[src/rtl/poly_horner_seq.sv]
// poly_horner_seq: sequential Horner polynomial evaluator, one time-shared MAC per clock.
// Coefficients are read from an external combinational ROM addressed by coef_addr.
module poly_horner_seq #(
    parameter int DATA_WIDTH   = 16,
    parameter int I_WIDTH_X    = 2,
    parameter int I_WIDTH_COEF = 7,
    parameter int I_WIDTH_OUT  = 2,
    parameter int ORDER        = 3,
    parameter int ROUND_EN     = 1,
    parameter int SAT_EN       = 1,
    parameter int AW           = $clog2(ORDER + 1)
) (
    input  logic                  clk,
    input  logic                  rst,
    input  logic                  in_valid,
    output logic                  in_ready,
    input  logic [DATA_WIDTH-1:0] x_in,
    output logic [AW-1:0]         coef_addr,
    input  logic [DATA_WIDTH-1:0] coef_data,
    output logic                  out_valid,
    input  logic                  out_ready,
    output logic [DATA_WIDTH-1:0] p_out,
    output logic                  sat_flag
);

    localparam int F_X       = DATA_WIDTH - I_WIDTH_X;
    localparam int OUT_SHIFT = I_WIDTH_COEF - I_WIDTH_OUT;
    localparam int PW        = 2 * DATA_WIDTH;

    localparam logic [1:0] S_IDLE = 2'd0;
    localparam logic [1:0] S_LOAD = 2'd1;
    localparam logic [1:0] S_MAC  = 2'd2;
    localparam logic [1:0] S_DONE = 2'd3;

    localparam logic [DATA_WIDTH-1:0] MAX_V = {1'b0, {(DATA_WIDTH-1){1'b1}}};
    localparam logic [DATA_WIDTH-1:0] MIN_V = {1'b1, {(DATA_WIDTH-1){1'b0}}};
    localparam logic signed [PW-1:0] MAX_EXT = $signed({{(DATA_WIDTH+1){1'b0}}, {(DATA_WIDTH-1){1'b1}}});
    localparam logic signed [PW-1:0] MIN_EXT = $signed({{(DATA_WIDTH+1){1'b1}}, {(DATA_WIDTH-1){1'b0}}});
    localparam logic signed [PW-1:0] RND_BIAS = (ROUND_EN != 0) ? (PW'(1) << (F_X - 1)) : PW'(0);

    function automatic logic ovf(input logic signed [PW-1:0] v);
        return (v > MAX_EXT) || (v < MIN_EXT);
    endfunction

    // Out-of-range values clamp when saturating, otherwise keep the low bits (wrap).
    function automatic logic [DATA_WIDTH-1:0] clip(input logic signed [PW-1:0] v);
        if (SAT_EN != 0 && v > MAX_EXT) return MAX_V;
        if (SAT_EN != 0 && v < MIN_EXT) return MIN_V;
        return v[DATA_WIDTH-1:0];
    endfunction

    logic [1:0]            state_q, state_d;
    logic [AW-1:0]         k_q, k_d;
    logic [DATA_WIDTH-1:0] x_q, x_d;
    logic [DATA_WIDTH-1:0] acc_q, acc_d;
    logic                  sticky_q, sticky_d;
    logic [DATA_WIDTH-1:0] p_out_q, p_out_d;
    logic                  flag_q, flag_d;

    logic signed [PW-1:0]  x_ext, acc_ext, coef_ext, prod, prod_sh;
    logic signed [PW-1:0]  prod_red_ext, sum_full, sum_red_ext, out_full;
    logic [DATA_WIDTH-1:0] prod_red, sum_red, out_red;
    logic                  prod_ovf, sum_ovf, out_ovf;
    logic                  accept;

    assign x_ext    = $signed({{DATA_WIDTH{x_q[DATA_WIDTH-1]}}, x_q});
    assign acc_ext  = $signed({{DATA_WIDTH{acc_q[DATA_WIDTH-1]}}, acc_q});
    assign coef_ext = $signed({{DATA_WIDTH{coef_data[DATA_WIDTH-1]}}, coef_data});

    assign prod         = x_ext * acc_ext;
    assign prod_sh      = (prod + RND_BIAS) >>> F_X;
    assign prod_ovf     = ovf(prod_sh);
    assign prod_red     = clip(prod_sh);
    assign prod_red_ext = $signed({{DATA_WIDTH{prod_red[DATA_WIDTH-1]}}, prod_red});
    assign sum_full     = prod_red_ext + coef_ext;
    assign sum_ovf      = ovf(sum_full);
    assign sum_red      = clip(sum_full);
    assign sum_red_ext  = $signed({{DATA_WIDTH{sum_red[DATA_WIDTH-1]}}, sum_red});
    assign out_full     = sum_red_ext <<< OUT_SHIFT;
    assign out_ovf      = ovf(out_full);
    assign out_red      = clip(out_full);

    assign in_ready  = (state_q == S_IDLE) || ((state_q == S_DONE) && out_ready);
    assign accept    = in_valid && in_ready;
    assign out_valid = (state_q == S_DONE);
    assign p_out     = p_out_q;
    assign sat_flag  = flag_q;

    always_comb begin
        // NOTE: every signal gets a default first so no path leaves it unassigned (no latch).
        state_d   = state_q;
        k_d       = k_q;
        x_d       = x_q;
        acc_d     = acc_q;
        sticky_d  = sticky_q;
        p_out_d   = p_out_q;
        flag_d    = flag_q;
        coef_addr = AW'(ORDER);
        case (state_q)
            S_IDLE: begin
                if (accept) begin
                    x_d      = x_in;
                    sticky_d = 1'b0;
                    state_d  = S_LOAD;
                end
            end
            S_LOAD: begin
                acc_d   = coef_data;
                k_d     = AW'(ORDER - 1);
                state_d = S_MAC;
            end
            S_MAC: begin
                coef_addr = k_q;
                acc_d     = sum_red;
                sticky_d  = sticky_q | prod_ovf | sum_ovf;
                if (k_q == '0) begin
                    p_out_d = out_red;
                    flag_d  = sticky_q | prod_ovf | sum_ovf | out_ovf;
                    state_d = S_DONE;
                end else begin
                    k_d = k_q - AW'(1);
                end
            end
            default: begin
                if (out_ready) begin
                    if (in_valid) begin
                        x_d      = x_in;
                        sticky_d = 1'b0;
                        state_d  = S_LOAD;
                    end else begin
                        state_d = S_IDLE;
                    end
                end
            end
        endcase
    end

    always_ff @(posedge clk) begin
        // NOTE: non-blocking assignments so every register samples pre-edge values.
        if (rst) begin
            state_q  <= S_IDLE;
            k_q      <= '0;
            x_q      <= '0;
            acc_q    <= '0;
            sticky_q <= 1'b0;
            p_out_q  <= '0;
            flag_q   <= 1'b0;
        end else begin
            state_q  <= state_d;
            k_q      <= k_d;
            x_q      <= x_d;
            acc_q    <= acc_d;
            sticky_q <= sticky_d;
            p_out_q  <= p_out_d;
            flag_q   <= flag_d;
        end
    end

endmodule

[config.mk]
export PLATFORM = sky130hd
export DESIGN_NAME = poly_horner_seq
export DESIGN_NICKNAME = d
export VERILOG_FILES = /design/src/rtl/poly_horner_seq.sv
export SDC_FILE = /design/constraint.sdc
export NUM_CORES = 1
export LEC_CHECK = 0
export ABC_AREA = 1
export CAP_MARGIN = 20
export CORE_UTILIZATION = 35
export DETAILED_ROUTE_END_ITERATION = 16
export PLACE_DENSITY = 0.61
export SYNTH_ARGS = -nofsm -noshare
export SYNTH_HDL_FRONTEND = slang
export SYNTH_SLANG_ARGS = --single-unit
[constraint.sdc]
create_clock -name clk -period 11.3 [get_ports clk]
set_input_delay 2.26 -clock clk [delete_from_list [all_inputs] [get_ports clk]]
set_output_delay 2.26 -clock clk [all_outputs]
set_load 0.02 [all_outputs]
==> flow_summary_export.csv, run 1 <==
group,metric,value,unit
timing,setup_tns,0,ns
routing,vias_per_cell,4.74,
critical_path,max_stage_delay,0.89,ns
synth,synth_ff_type,"dfxtp_1",
clocking,cts_buffer_depth,2,
timing,fin_skew,0.00841,ns
synth,synth_top_area_cell,"fa_1",
synth,synth-compound-area-share,0.0707,
flow_run,cap_violations,0,
floorplan,core-area,37700,um2
routing,routed_wl,35700,um
critical_path,critPathCaptureType,"register",
clocking,clockRootBuffer,"clkbuf_16",
global_routing,top_usage_layer,"met2",
synth,synth.distinct_cells,36,
floorplan,die_w,198,um
timing,rsz0062_at_grt,"no",
routing,ant_nets,0,
global_routing,use_met2,0.322,
placement,place_hpwl,30100,um
timing,worst_slack,1.93,ns
critical_path,worstPathArrival,9.60,ns
final_layout,fill_cells,3973,
final_layout,antenna_cells,0,
synth,synthMuxAreaShare,0,
clocking,cts_resized,0,
synth,synth_area,13400,um2
synth,yosysSeqAreaShare,0.0746,
clocking,clkSlewWorstSetupHoldPaths,0.07,ns
synth,async_flop_share,0,
status,status,"complete, no violations",
timing,slew_violations,0,
critical_path,crit_slowest_cell,"fa_1",
placement,post-place-ws,1.94,ns
timing,maxSlewHeadroom,0.390,
floorplan,ios,57,
clocking,postCtsHoldBufs,0,
timing,setup_violations,0,
clocking,cts_inserted_buffers,5,
synth,postSynthAreaPerCell,7.37,um2
global_routing,use_met3,0.0116,
global_routing,grt_usage,0.193,
global_routing,met1_usage,0.279,
routing,wl_per_cell,15.4,um
floorplan,die_y,198,um
final_layout,nets,2211,
synth,synth_cells,1821,
synth,yosysWarnings,0,
hold_path,hold_path_class,"reg -> reg",
synth,yosys-top-cells-area,"fa_1 39%, inv_1 13%, nand2_1 13%, ha_1 9.1%, dfxtp_1 7.5%",
synth,synth-xor-area-share,0.0222,
final_layout,syn_to_final_growth,8.45,%
routing,drt-pass1-iter-count,5,
timing,finalCritPeriodShare,0.829,
global_routing,grt_max_degree,35,
placement,gp_congestion,0.905,
synth,synth_top_area_frac,0.392,
routing,drcViolationCount,0,
routing,vias,11000,
timing,layout_min_cycle_time,9.37,ns
critical_path,worstSetupStartpointType,"register",
clocking,clock_sinks,50,
synth,synthesis.nets,2218,
critical_path,crit_required,11.53,ns
floorplan,die-area,39100,um2
global_routing,grt_pass1_vias,11200,
synth,ys_seq_elements,50,
synth,synth-adder-area-share,0.484,
synth,yosys.area_share.simple,0.187,
timing,hold_viol,0,
critical_path,path_max_fanout,16,
clocking,post_cts_buffers,0,
synth,synth_edf_count,0,
clocking,worstSkewPairLatency,0.30,ns
floorplan,row_count,71,
timing,tightest_slew,0.914,ns
final_layout,drive_gt1_frac,0.0248,
critical_path,crit_type,"reg -> reg",
synth,synth_top_family_by_area,"adder cells",
global_routing,grt_pass1_wl,59700,um
routing,drtIter0Drc,849,
clocking,cts_tree,"yes",
floorplan,start_util,0.356,
global_routing,grt-ovfl-total,0,
critical_path,crit_path_frequent_cell,"nand2_1",
clocking,htree_levels,2,
placement,io_buffers,56,
timing,clock.fmax,107,MHz
global_routing,antenna_found_initial,0,
==> through the flow <==
stage               utilization  instance area [um2]  instances  hold WS, ns
floorplan                     -                13400       1821        0.445
detailed placement        0.382                14400       2318        0.465
global placement          0.382                14400       2318        0.456
CTS                       0.387                14600       2326        0.476
finish                    0.387                14600       2326        0.472
global route              0.387                14600       2326        0.501
==> logic make-up (layout without fill, tap and decap cells) <==
logic type,count (synthesis),in the layout
compound gates,177,177
xor+xnor,34,34
fa+ha+maj,361,361
buf+inv,569,563
flops,50,50
simple gates,630,630
==> worst max-delay path, delay by kind of cell, from the launching register on <==
family | cells | cell delay [ns]
AND/OR/NAND/NOR | 22 | 2.51
buffers and inverters | 10 | 0.88
flip-flops | 1 | 0.75
adder cells (fa/ha/maj) | 9 | 4.39
AO/OA/AOI/OAI | 3 | 0.78
==> metal layers <==
layer  vias up  wire length [um]  share of wire
met3        28              1710          0.048
met4         0               414          0.012
li1       5251                 -              -
met5         -                 0              0
met2       306             17200           0.48
met1      5431             16400           0.46
==> cells in the mapped netlist, types with 3 or more instances <==
cell / number
xor2_1: 18
nand3b_1: 3
buf_4: 4
o21ai_1: 3
nor4_1: 5
dfxtp_1: 50
nand4_1: 3
a21o_1: 6
nor2_1: 105
o21bai_1: 4
or2_2: 5
a21oi_1: 90
o21ai_0: 59
o211ai_1: 10
clkbuf_1: 72
nand2_1: 450
nor3_1: 6
xnor2_1: 16
buf_2: 3
inv_1: 481
fa_1: 263
nand2_2: 10
ha_1: 98
nand3_1: 36
inv_2: 3
==> cell type report <==
class	count	area (um2)	share of cell area
inverters	484	1820	0.125
flip-flops and latches	50	1000	0.0687
clock buffers	6	139	0.00954
multi-input cells	1202	10300	0.704
clock inverters	2	38.8	0.00266
repair buffers	71	673	0.0462
well taps	511	639	0.0439
==> final timing paths <==
path	start	endpoint	slack (ns)	cells past startpoint
worst min-delay path	p_out[13]$_SDFFE_PP0P_	p_out[13]$_SDFFE_PP0P_	0.47	2
worst max-delay path	acc_q[1]$_SDFFE_PP0P_	p_out[12]$_SDFFE_PP0P_	1.93	44
worst max register to register	acc_q[1]$_SDFFE_PP0P_	p_out[12]$_SDFFE_PP0P_	1.93	44
worst min register to register	p_out[13]$_SDFFE_PP0P_	p_out[13]$_SDFFE_PP0P_	0.47	2
==> placed cells by master (no fill, tap or decap), drive strengths merged, types with 5 or more instances in the layout <==
| cell | synthesis | layout |
|---|---|---|
| xnor2 | 16 | 16 |
| nor4 | 5 | 5 |
| or2 | 5 | 5 |
| o211ai | 10 | 10 |
| nand2 | 462 | 462 |
| fa | 263 | 263 |
| xor2 | 18 | 18 |
| nor2 | 106 | 106 |
| a21oi | 90 | 90 |
| nand3 | 36 | 36 |
| clkbuf | 74 | 6 |
| o21bai | 5 | 5 |
| ha | 98 | 98 |
| nor3 | 6 | 6 |
| o21ai | 62 | 62 |
| clkdlybuf4s50 | 0 | 56 |
| buf | 11 | 15 |
| dfxtp | 50 | 50 |
| a21o | 6 | 6 |
| inv | 484 | 485 |
==> registers in the layout, summed over array words and instances, names as in the netlist <==
signal	cells
acc_q	16
x_q	16
p_out	12
k_q	2
state_q	2
sat_flag	1
sticky_q	1
Power of run 1 is not shown: default switching activity piles up to over one toggle a cycle in this logic, so the estimate is an artifact.
==> inputs of run 2 (changes only) <==
--- a/config.mk
+++ b/config.mk
@@ -9,7 +9,7 @@
 export CAP_MARGIN = 20
 export CORE_UTILIZATION = 35
 export DETAILED_ROUTE_END_ITERATION = 16
-export PLACE_DENSITY = 0.61
+export PLACE_DENSITY = 0.63
 export SYNTH_ARGS = -nofsm -noshare
 export SYNTH_HDL_FRONTEND = slang
 export SYNTH_SLANG_ARGS = --single-unit
==> constraint.sdc (replaced) <==
create_clock -name clk -period 8.4 [get_ports clk]
set_input_delay 1.68 -clock clk [delete_from_list [all_inputs] [get_ports clk]]
set_output_delay 1.68 -clock clk [all_outputs]
set_load 0.02 [all_outputs]
==> flow_summary_export.csv, run 2 (synthesis gave the netlist of run 1 again) <==
group,metric,value,unit
timing,layout_min_cycle_time,8.12,ns
timing,finalCritPeriodShare,0.967,
clocking,clock_sinks,50,
timing,maxSlewHeadroom,0.573,
floorplan,row_count,71,
routing,vias_per_cell,4.71,
routing,vias,11600,
critical_path,max_stage_delay,0.62,ns
placement,place_hpwl,31000,um
critical_path,reg2reg_depth,41,
hold_path,hold_path_class,"reg -> reg",
critical_path,crit_required,8.58,ns
global_routing,grt-ovfl-total,0,
timing,hold_viol,0,
clocking,clkSlewWorstSetupHoldPaths,0.07,ns
critical_path,crit_slowest_cell,"fa_2",
final_layout,final_cell_mix,"473 x inv_1, 423 x nand2_1, 251 x fa_1",
global_routing,grt_pass1_vias,11900,
timing,setup_violations,0,
critical_path,cp.depth,41,
placement,io_buffers,56,
critical_path,crit_buf_inv,9,
critical_path,path_max_fanout,7,
final_layout,drive_gt1_frac,0.163,
clocking,cts_tree,"yes",
placement,gp_congestion,0.901,
global_routing,use_met3,0.0169,
routing,wl_per_cell,15.0,um
floorplan,die-area,39100,um2
global_routing,grt_pass1_wl,60700,um
final_layout,antenna_cells,0,
timing,tightest_slew,0.640,ns
critical_path,critPathCaptureType,"register",
critical_path,crit_path_frequent_cell,"nand2_1",
status,status,"complete, no violations",
flow_run,cap_violations,0,
timing,setup_tns,0,ns
routing,ant_nets,0,
floorplan,start_util,0.356,
critical_path,crit_family,"adder cells",
timing,fin_skew,0.00667,ns
critical_path,worstPathArrival,8.30,ns
global_routing,grt_max_degree,33,
clocking,worstSkewPairLatency,0.29,ns
timing,rsz0062_at_grt,"yes",
final_layout,nets,2357,
timing,clock.fmax,123,MHz
critical_path,crit_type,"reg -> reg",
routing,drtIter0Drc,817,
hold_path,min_path_cells,2,
clocking,htree_levels,2,
critical_path,rrSetupSlack,0.28,ns
timing,slew_violations,0,
floorplan,core-area,37700,um2
floorplan,die_y,198,um
critical_path,worstSetupStartpointType,"register",
clocking,cts_buffer_depth,2,
global_routing,met1_usage,0.270,
floorplan,die_w,198,um
routing,drcViolationCount,0,
final_layout,final_common_cell,"inv_1",
global_routing,use_met2,0.335,
floorplan,ios,57,
final_layout,syn_to_final_growth,22.2,%
global_routing,top_usage_layer,"met2",
routing,drt-pass1-iter-count,5,
clocking,postCtsHoldBufs,0,
global_routing,grt_usage,0.195,
global_routing,antenna_found_initial,0,
routing,routed_wl,37100,um
clocking,cts_inserted_buffers,5,
clocking,clockRootBuffer,"clkbuf_16",
-- run 2: stage by stage --
step	hold WS [ns]	setup slack, ns	area [um2]	util	cells
after floorplan	0.445	0.0969	13400	-	1821
after global routing	0.493	-0.132	16400	0.435	2472
after CTS	0.468	0.00215	15700	0.416	2455
final	0.469	0.280	16400	0.435	2472
after global placement	0.454	-0.0989	15400	0.410	2443
after detailed placement	0.460	-0.163	15400	0.410	2443
-- run 2: final cells by class --
type,count,area (um2)
fillers,3808,21300
multi-input cells,1205,10800
repair buffers,214,1930
inverters,484,1820
flip-flops and latches,50,1040
well taps,511,639
clock buffers,6,139
clock inverters,2,38.8
-- run 2: what timing repair did --
item / in CTS / in global routing
pin swaps: 0 / 63
gates resized for setup: 15 / 165
cloned: 0 / 4
hold endpoints to repair: 0 / 0
setup buffers: 4 / 12
setup endpoints to repair: 24 / 29
-- run 2: tightest hold or removal path, stage by stage, from the launching register on --
cell and delay [ns]:
dfxtp_1 0.31, nand2_1 0.06, a21oi_1 0.06
-- run 2: metal layers --
layer / share of wire / up-vias
li1: - / 5555
met5: 0 / -
met2: 0.49 / 349
met3: 0.055 / 49
met1: 0.44 / 5686
met4: 0.018 / 0
-- run 2: worst paths after layout --
kind                                from                      to
hold reg to reg   p_out[15]$_SDFFE_PP0P_  p_out[15]$_SDFFE_PP0P_
hold / removal    p_out[15]$_SDFFE_PP0P_  p_out[15]$_SDFFE_PP0P_
setup reg to reg  acc_q[15]$_SDFFE_PP0P_   sat_flag$_SDFFE_PP0P_
setup / recovery  acc_q[15]$_SDFFE_PP0P_   sat_flag$_SDFFE_PP0P_
Power of run 2 is left out for the same reason.
